File: src/rtl/truth_table_sweeper.sv
// Clocked stimulus/capture stage for an N_IN-input combinational function:
// sweeps all input vectors, captures the 1-bit response and checks it against an expected table.
module truth_table_sweeper #(
    parameter int N_IN   = 2,
    parameter int SETTLE = 1
) (
    input  logic                 clk,
    input  logic                 rst_n,
    input  logic                 start,
    input  logic [2**N_IN-1:0]   exp_table,
    output logic [N_IN-1:0]      x_out,
    input  logic                 s_in,
    output logic                 busy,
    output logic                 done,
    output logic [2**N_IN-1:0]   table_out,
    output logic                 mismatch,
    output logic [N_IN-1:0]      first_bad,
    output logic [N_IN:0]        ones_count
);

    localparam int TBL = 2**N_IN;
    localparam int CW  = (SETTLE > 1) ? $clog2(SETTLE) : 1;

    typedef enum logic [1:0] {IDLE, APPLY, CHECK} state_t;

    state_t          state, state_next;
    logic [CW-1:0]   settle_cnt;
    logic [N_IN-1:0] idx;
    logic [TBL-1:0]  exp_reg;
    logic [TBL-1:0]  diff;
    logic [N_IN-1:0] bad_next;
    logic [N_IN:0]   ones_next;
    logic            sample;
    logic            last;

    assign sample = (state == APPLY) && (settle_cnt == CW'(SETTLE - 1));
    assign last   = (idx == {N_IN{1'b1}});
    assign busy   = (state != IDLE);
    assign x_out  = idx;
    assign diff   = table_out ^ exp_reg;

    always_ff @(posedge clk or negedge rst_n) begin
        if (!rst_n) state <= IDLE;
        else        state <= state_next;
    end

    always_comb begin
        state_next = state;
        case (state)
            IDLE:    if (start) state_next = APPLY;
            APPLY:   if (sample && last) state_next = CHECK;
            CHECK:   state_next = IDLE;
            default: state_next = IDLE;
        endcase
    end

    // Descending scan so the lowest differing index is the one left standing.
    always_comb begin
        bad_next  = '0;
        ones_next = '0;
        for (int i = TBL - 1; i >= 0; i--) begin
            if (diff[i]) bad_next = N_IN'(i);
        end
        for (int i = 0; i < TBL; i++) begin
            ones_next = ones_next + (N_IN+1)'(table_out[i]);
        end
    end

    always_ff @(posedge clk or negedge rst_n) begin
        if (!rst_n) begin
            settle_cnt <= '0;
            idx        <= '0;
            exp_reg    <= '0;
            table_out  <= '0;
            done       <= 1'b0;
            mismatch   <= 1'b0;
            first_bad  <= '0;
            ones_count <= '0;
        end else begin
            done <= 1'b0;
            case (state)
                IDLE: begin
                    if (start) begin
                        exp_reg    <= exp_table;
                        table_out  <= '0;
                        idx        <= '0;
                        settle_cnt <= '0;
                        mismatch   <= 1'b0;
                        first_bad  <= '0;
                        ones_count <= '0;
                    end
                end
                APPLY: begin
                    if (sample) begin
                        table_out[idx] <= s_in;
                        settle_cnt     <= '0;
                        if (!last) idx <= idx + 1'b1;
                    end else begin
                        settle_cnt <= settle_cnt + 1'b1;
                    end
                end
                CHECK: begin
                    mismatch   <= |diff;
                    first_bad  <= bad_next;
                    ones_count <= ones_next;
                    done       <= 1'b1;
                    idx        <= '0;
                end
                default: ;
            endcase
        end
    end

endmodule

File: config.mk
export PLATFORM = sky130hd
export DESIGN_NAME = truth_table_sweeper
export DESIGN_NICKNAME = d
export VERILOG_FILES = /design/src/rtl/truth_table_sweeper.sv
export SDC_FILE = /design/constraint.sdc
export NUM_CORES = 1
export LEC_CHECK = 0
export CAP_MARGIN = 5
export CORE_MARGIN = 1
export CORE_UTILIZATION = 50
export CTS_BUF_LIST = sky130_fd_sc_hd__clkbuf_16
export CTS_CLUSTER_SIZE = 12
export DETAILED_ROUTE_END_ITERATION = 16
export PLACE_DENSITY_LB_ADDON = 0.1
export SYNTH_ARGS = -nofsm -noshare
export SYNTH_HDL_FRONTEND = slang
export SYNTH_SLANG_ARGS = --single-unit
File: constraint.sdc
create_clock -name clk -period 2.2 [get_ports clk]
set_input_delay 0.44 -clock clk [delete_from_list [all_inputs] [get_ports clk]]
set_output_delay 0.44 -clock clk [all_outputs]
set_load 0.005 [all_outputs]
# Yosys cells after proc, flatten, opt, wreduce, memory -nomap -nowiden

Index checks and enable logic that the tools add are counted.

Add/subtract/negate cells: 5
Order comparisons: 2
Eq/ne operators: 7
Mux-type cells: 25
Bitwise logic cells: 2
Reductions and logical operators: 15

Operator list:

| operator                                                   | number |
|---|---|
| two-way mux 2 bit                                          | 9 |
| two-way mux 4 bit                                          | 2 |
| one-hot mux 2 bit (2 select lines)                         | 2 |
| one-hot mux 4 bit (2 select lines)                         | 1 |
| AND reduction 2 bit                                        | 4 |
| != test 2 bit, second input constant                       | 3 |
| one-hot mux 2 bit (3 select lines)                         | 1 |
| one-hot mux 3 bit (2 select lines)                         | 1 |
| nonzero test 2 bit                                         | 3 |
| bitwise mux 4 bit                                          | 1 |
| equality test 2 bit, second input constant                 | 2 |
| two-way mux 1 bit                                          | 4 |
| one-hot mux 1 bit (2 select lines)                         | 2 |
| AND reduction 4 bit                                        | 1 |
| OR reduction 4 bit                                         | 1 |
| bitwise XOR 4 bit                                          | 1 |
| adder 2 x 1 -> 3 bit                                       | 1 |
| adder 3 x 1 -> 3 bit                                       | 1 |
| logical AND 1 bit                                          | 3 |
| less-than comparator 2 x 3 -> 1 bit, second input constant | 1 |
| two-way mux 3 bit                                          | 1 |
| AND reduction 3 bit                                        | 1 |
| nonzero test 3 bit                                         | 1 |
| adder 1 x 1 -> 2 bit                                       | 1 |
| other kinds (8)                                            | 8 |

Bits in registers: 20
Input port bits: 8
Output and inout port bits: 14
Logic and storage cells: 65

# Logic depth before layout (Yosys ltp)

Gate-level depths: netlist (run 1).

Word-level depth: 7
Depth in mapped cells: 5
Gate-level depth less buffers: 5

# Least setup slack after synthesis (run 1)

No wires, ideal clock.

Kind: register to register
Start point: reg table_out[0]
End point: reg ones_count[1]
Library setup time: 0.130 ns
Arrival time: 1.453 ns
Required time: 2.070 ns
Slack: 0.618 ns
Cell stages (with the launch flop): 6
Buffers on the path: 0
Clock period less this slack: 1.582 ns
Cell sequence: dfrtp_1 -> fa_1 -> ha_1 -> ha_1 -> nand2_1 -> o21ai_0

Word-level cells in the longest chain between the ends: 4

RTL lines:

| what                               | line | source |
|---|---|---|
| from (decl)                        | 15   | `output logic [2**N_IN-1:0] table_out,` |
| from (signal, indexed assignment)  | 95   | `table_out[idx] <= s_in;` |
| adder 1 x 1 -> 2 bit               | 65   | `ones_next = ones_next + (N_IN+1)'(table_out[i]);` |
| adder 2 x 1 -> 3 bit               | 65   |  |
| adder 3 x 1 -> 3 bit               | 65   |  |
| one-hot mux 3 bit (2 select lines) | 81   | `case (state)` |
| to (signal assigned)               | 105  | `ones_count <= ones_next;` |
| to (decl)                          | 18   | `output logic [N_IN:0] ones_count` |

No other way between the ends.
A chain may end at the register's enable or synchronous reset.

# Final worst setup path (run 1)

Start point: reg state[1]
End point: out busy

Word-level cells in the longest chain between the ends: 1

RTL lines:

| what                   | line | source |
|---|---|---|
| from (decl)            | 26   | `state_t state, state_next;` |
| from (signal assigned) | 44   | `else state <= state_next;` |
| nonzero test 2 bit     | 38   | `assign busy = (state != IDLE);` |
| to (decl)              | 13   | `output logic busy,` |

No other way between the ends.

==> impl_metrics.ini, run 1 <==
[outcome]
status = finished, final reports clean

[min_path]
hold_path.class = flip-flop to flip-flop
hp-start = ones_count[2]

[power_and_ir_drop]
combPwrFrac = 0.434
ir_drop_mv = 0.793
powerDensity_nw_per_um2 = 1440
p_int_uw = 1400
pwr-share-clk = 0.238
p_seq_frac = 0.328
swShare = 0.328
switchingPower_uw = 682
p_leak_uw = 0.000666

[synthesis]
synth.ff_latch_count = 20
synth_area_leaders = dfrtp_1 45%, ha_1 6.8%, mux2_4 5.4%, nand2_1 5.1%, a211o_1 3.2%
synth_enable_flop_cells = 0
syn_area_um2 = 1110
synth.top_cell.area_share = 0.451
ys_seq_area_frac = 0.451
async_flop_share = 1.00
yosys_warnings = 0
avgSynthCellArea_um2 = 11.2
synth_top_area_cell = dfrtp_1
synth_fp_nets = 114
ys_types = 35
synthCells = 99
synth_flop_cell = dfrtp_1

[finish]
final-seq-area_um2 = 500
fill_cells = 146
multi_input_area_um2 = 557
syn2layout_area_growth_pct = 30.4
antennaDiodeCount = 0
final_cells = 149
final_util = 0.715
finalNetCount = 138
drive_above_1_share = 0.148

[global_routing]
top_usage_layer = met2
grt_util_met2 = 0.292
antenna_found_initial = 0
globalRoute.totalOverflow = 0
grt_pass1_vias = 756
grt_pass1_wl_mm = 3.54
grtUsageMet3 = 0.0374
gr-usage-met1 = 0.279
grt_usage = 0.193
grt_max_degree = 21

[sta]
slew_headroom = 0.738
report.final.hold_viol_count = 0
rsz0062_at_grt = false
worstMarginPinSlew_ns = 0.393
setup_viol = 0
slew_viol_final = 0
clock_skew_ns = 0.00334
hold_slack_ns = 0.524
fin_crit_sh = 0.901
fin_ws_ns = 0.218
min_period_ns = 1.98
max_freq_mhz = 505
tns_ns = 0

[drt]
wl_per_cell_um = 13.8
drt_wl_total_mm = 2.06
viasPerCell = 5.54
drc = 0
vias = 825
first_iter_violations = 17
ant_nets = 0
first_pass_iters = 4

[setup_path]
crit_path_max_fanout = 13
crit_arrival_ns = 1.54
cp-end-kind = primary output
startpoint_type = flip-flop
required_ns = 1.76
crit_start = state[1]
path_class = flip-flop to primary output
worstReg2RegStart = table_out[0]

[placement]
gp_congestion = 0.722
dpl_worst_slack_ns = 0.475
dp_hpwl_mm = 1.46
port_buffers = 21
placed_cells = 145

[cts]
cts_tree = yes
clkTransAtPathRegs_ns = 0.06
cts_resized = 0
cts_setup_buffers = 0
h-tree-depth = 1
numCtsBuffers = 3
clk_latency_ns = 0.25
cts.sinks = 20
cts_max_path_buffers = 2
clockRootBuffer = clkbuf_16
ctsHoldBuffers = 0

[floorplan]
die-area_um2 = 2410
die_w_um = 49.1
pin_count = 22
die_y_um = 49.1
placementRows = 16
start_util = 0.548
coreArea_um2 = 2020

[run]
drv_cap = 0
cell usage in the layout, fill, tap and decap left out, types with 2 or more instances in the layout:
cell type,instances
xor2_1,4
clkbuf_16,3
a211o_1,4
nor2_1,4
nor4b_1,4
and3b_2,3
inv_1,4
dfrtp_1,20
mux2_4,4
nand2_1,15
buf_4,2
o21ai_0,5
ha_1,6
o32ai_1,2
nand2b_1,2
clkdlybuf4s50_1,21
power by group through the flow:
stage	clock [uW]	sequential, uW	combinational [uW]
3_3_place_gp	0	679	880
4_1_cts	505	685	908
5_1_grt	523	709	996
3_5_place_dp	0	689	894
6_report	495	682	903
2_1_floorplan	0	661	579
worst paths after layout:
| path | endpoint | slack, ns | cells past startpoint |
|---|---|---|---|
| worst min register to register | ones_count[2] | 0.52 | 2 |
| worst max-delay path | busy | 0.22 | 2 |
| min in group asynchronous | state[0] | 0.53 | 2 |
| worst max register to register | ones_count[1] | 0.54 | 5 |
| max in group asynchronous | table_out[0] | 1.46 | 2 |
| worst min-delay path | ones_count[2] | 0.52 | 2 |
cells in the mapped netlist (2+ instances only):
master and instances:
o21ai_0 5, nor4b_1 4, a211o_1 4, dfrtp_1 20, inv_1 4, nand2b_1 2
nand2_1 15, o32ai_1 2, xor2_1 4, mux2_4 4, ha_1 6, nor2_1 4
and3b_2 3
worst max-delay path, cell delays in order, from the launching register on:
cell	delay (ns)
dfrtp_1	0.57
or2_4	0.23
clkdlybuf4s50_1	0.50
per-layer routing:
metal	routed length [um]	vias to the layer above
li1	-	395
met1	1010	400
met2	951	28
met3	89	2
met4	11	0
met5	0	-
kinds of logic after synthesis:
group | after synthesis | share of synthesized area
and+or+nand+nor | 34 | 0.192
AOI/OAI and AO/OA | 20 | 0.131
DFF | 20 | 0.451
buffers and inverters | 9 | 0.0463
adders and majority gates | 7 | 0.0858
xor gates and xnor gates | 5 | 0.0395
muxes | 4 | 0.0542
through the flow:
step / instance area, um2 / power, uW
after floorplan: 1110 / 1240
after global placement: 1340 / 1560
after detailed placement: 1340 / 1580
after CTS: 1450 / 2100
after global routing: 1450 / 2230
final: 1450 / 2080
final cells by class:
| cell class | count | share of cell area |
|---|---|---|
| clock buffer | 3 | 0.0519 |
| clock inverter | 1 | 0.0208 |
| inverter | 5 | 0.0165 |
| multi-input combinational | 70 | 0.385 |
| sequential | 20 | 0.346 |
| tap | 27 | 0.0234 |
| timing repair buffer | 23 | 0.156 |
No activity file was read; power rests on OpenSTA's default activity.
==> run 2: changes to the inputs <==
Settings changed: CAP_MARGIN 5 to 40, RECOVER_POWER set to 25.
==> run 2 against run 1 <==
Net effect: global-route usage is the same; clock skew about the same; die area unchanged; register-to-register slack is essentially flat; critical path depth did not move; via count fell by 0.24%; flip-flop and latch count stayed put; critical path type unchanged; critical endpoint unchanged.
==> impl_metrics.ini, run 2 (same netlist as run 1, synthesis figures left out) <==
[placement]
port_buffers = 21
dp_hpwl_mm = 1.46
dpl_worst_slack_ns = 0.475
gp_congestion = 0.722

[global_routing]
grt_usage = 0.193
antenna_found_initial = 0
grt_pass1_vias = 756
globalRoute.totalOverflow = 0
grt_pass1_wl_mm = 3.54
grt_max_degree = 21

[cts]
cts_tree = yes
clockRootBuffer = clkbuf_16
cts_max_path_buffers = 2
clkTransAtPathRegs_ns = 0.06
cts_setup_buffers = 0
cts.sinks = 20
cts_resized = 0
numCtsBuffers = 3
ctsHoldBuffers = 0
h-tree-depth = 1
clk_latency_ns = 0.25

[floorplan]
die-area_um2 = 2410
start_util = 0.548
coreArea_um2 = 2020
placementRows = 16
pin_count = 22
die_w_um = 49.1
die_y_um = 49.1

[setup_path]
startpoint_type = flip-flop
critPathBufInv = 1
crit_path_max_fanout = 13
crit_chain = or2_4 -> clkdlybuf4s50_1
max_stage_delay_ns = 0.58
crit_arrival_ns = 1.55
crit_slowest_cell = dfrtp_1
path_class = flip-flop to primary output
crit_family = flip-flops
required_ns = 1.76
cp-end-kind = primary output

[drt]
first_pass_iters = 4
viasPerCell = 5.52
ant_nets = 0
wl_per_cell_um = 13.8
drc = 0
drt_wl_total_mm = 2.06
vias = 823
first_iter_violations = 22

[sta]
max_freq_mhz = 503
min_period_ns = 1.99
tns_ns = 0
slew_headroom = 0.279
fin_crit_sh = 0.904
clock_skew_ns = 0.00365
worstMarginPinSlew_ns = 1.08
fin_ws_ns = 0.210
report.final.hold_viol_count = 0
rsz0062_at_grt = false
slew_viol_final = 0
setup_viol = 0

[outcome]
status = finished, final reports clean

[power_and_ir_drop]
ir_drop_mv = 0.793
powerDensity_nw_per_um2 = 1440
p_leak_uw = 0.000663

[min_path]
hold_path.class = flip-flop to flip-flop

[finish]
syn2layout_area_growth_pct = 30.0
layout_common_cells = 20 x dfrtp_1, 20 x clkdlybuf4s50_1, 15 x nand2_1
fill_cells = 148
drive_above_1_share = 0.139
finalNetCount = 138
antennaDiodeCount = 0

[run]
drv_cap = 0
-- run 2: final timing paths --
check / start / end / slack, ns / cells past startpoint
worst max-delay path: state[1] / busy / 0.21 / 2
worst min-delay path: ones_count[2] / ones_count[2] / 0.52 / 2
worst max register to register: table_out[0] / ones_count[1] / 0.54 / 5
worst min register to register: ones_count[2] / ones_count[2] / 0.52 / 2
max in group asynchronous: rst_n / x_out[1] / 0.65 / 2
min in group asynchronous: rst_n / state[0] / 0.90 / 2
-- run 2: final cells by class --
cell class / instances / area (um2) / share of cell area
repair buffers: 23 / 221 / 0.154
well taps: 27 / 33.8 / 0.0234
inverters: 5 / 23.8 / 0.0165
flip-flops and latches: 20 / 500 / 0.347
clock buffers: 3 / 75.1 / 0.0521
clock inverters: 1 / 30.0 / 0.0208
multi-input cells: 70 / 557 / 0.386
-- run 2: metal layers --
metal	part of all wire	vias to the layer above	global-route usage
met5	0	-	0
met4	0.0053	0	0.0588
met3	0.043	2	0.0374
met2	0.46	26	0.292
met1	0.49	400	0.279
li1	-	395	-
-- run 2: through the flow --
step           hold slack, ns  power (uW)  area, um2  std cells   util
4_1_cts                 0.529        2100       1450        149  0.715
2_1_floorplan           0.144        1240       1110         99      -
5_1_grt                 0.540        2230       1440        149  0.713
3_3_place_gp            0.514        1560       1340        145  0.663
3_5_place_dp            0.521        1580       1340        145  0.663
6_report                0.524        2080       1440        149  0.713
-- run 2: tightest hold or removal path, delay by kind of cell (launching register included) --
kind,cells,cell delay (ns)
AOI/OAI and AO/OA,1,0.06
DFF,1,0.37
and+or+nand+nor,1,0.05
-- run 2: where the power goes --
group / total (uW) / switching (uW) / internal [uW]
Combinational: 901 / 379 / 522
Clock: 496 / 135 / 361
Sequential: 682 / 168 / 515
==> run 3: changes to the inputs <==
Settings changed: CTS_CLUSTER_SIZE 12 to not set.
==> results of run 3 <==
The final DEF is identical to that of run 2; final timing and power are the same.
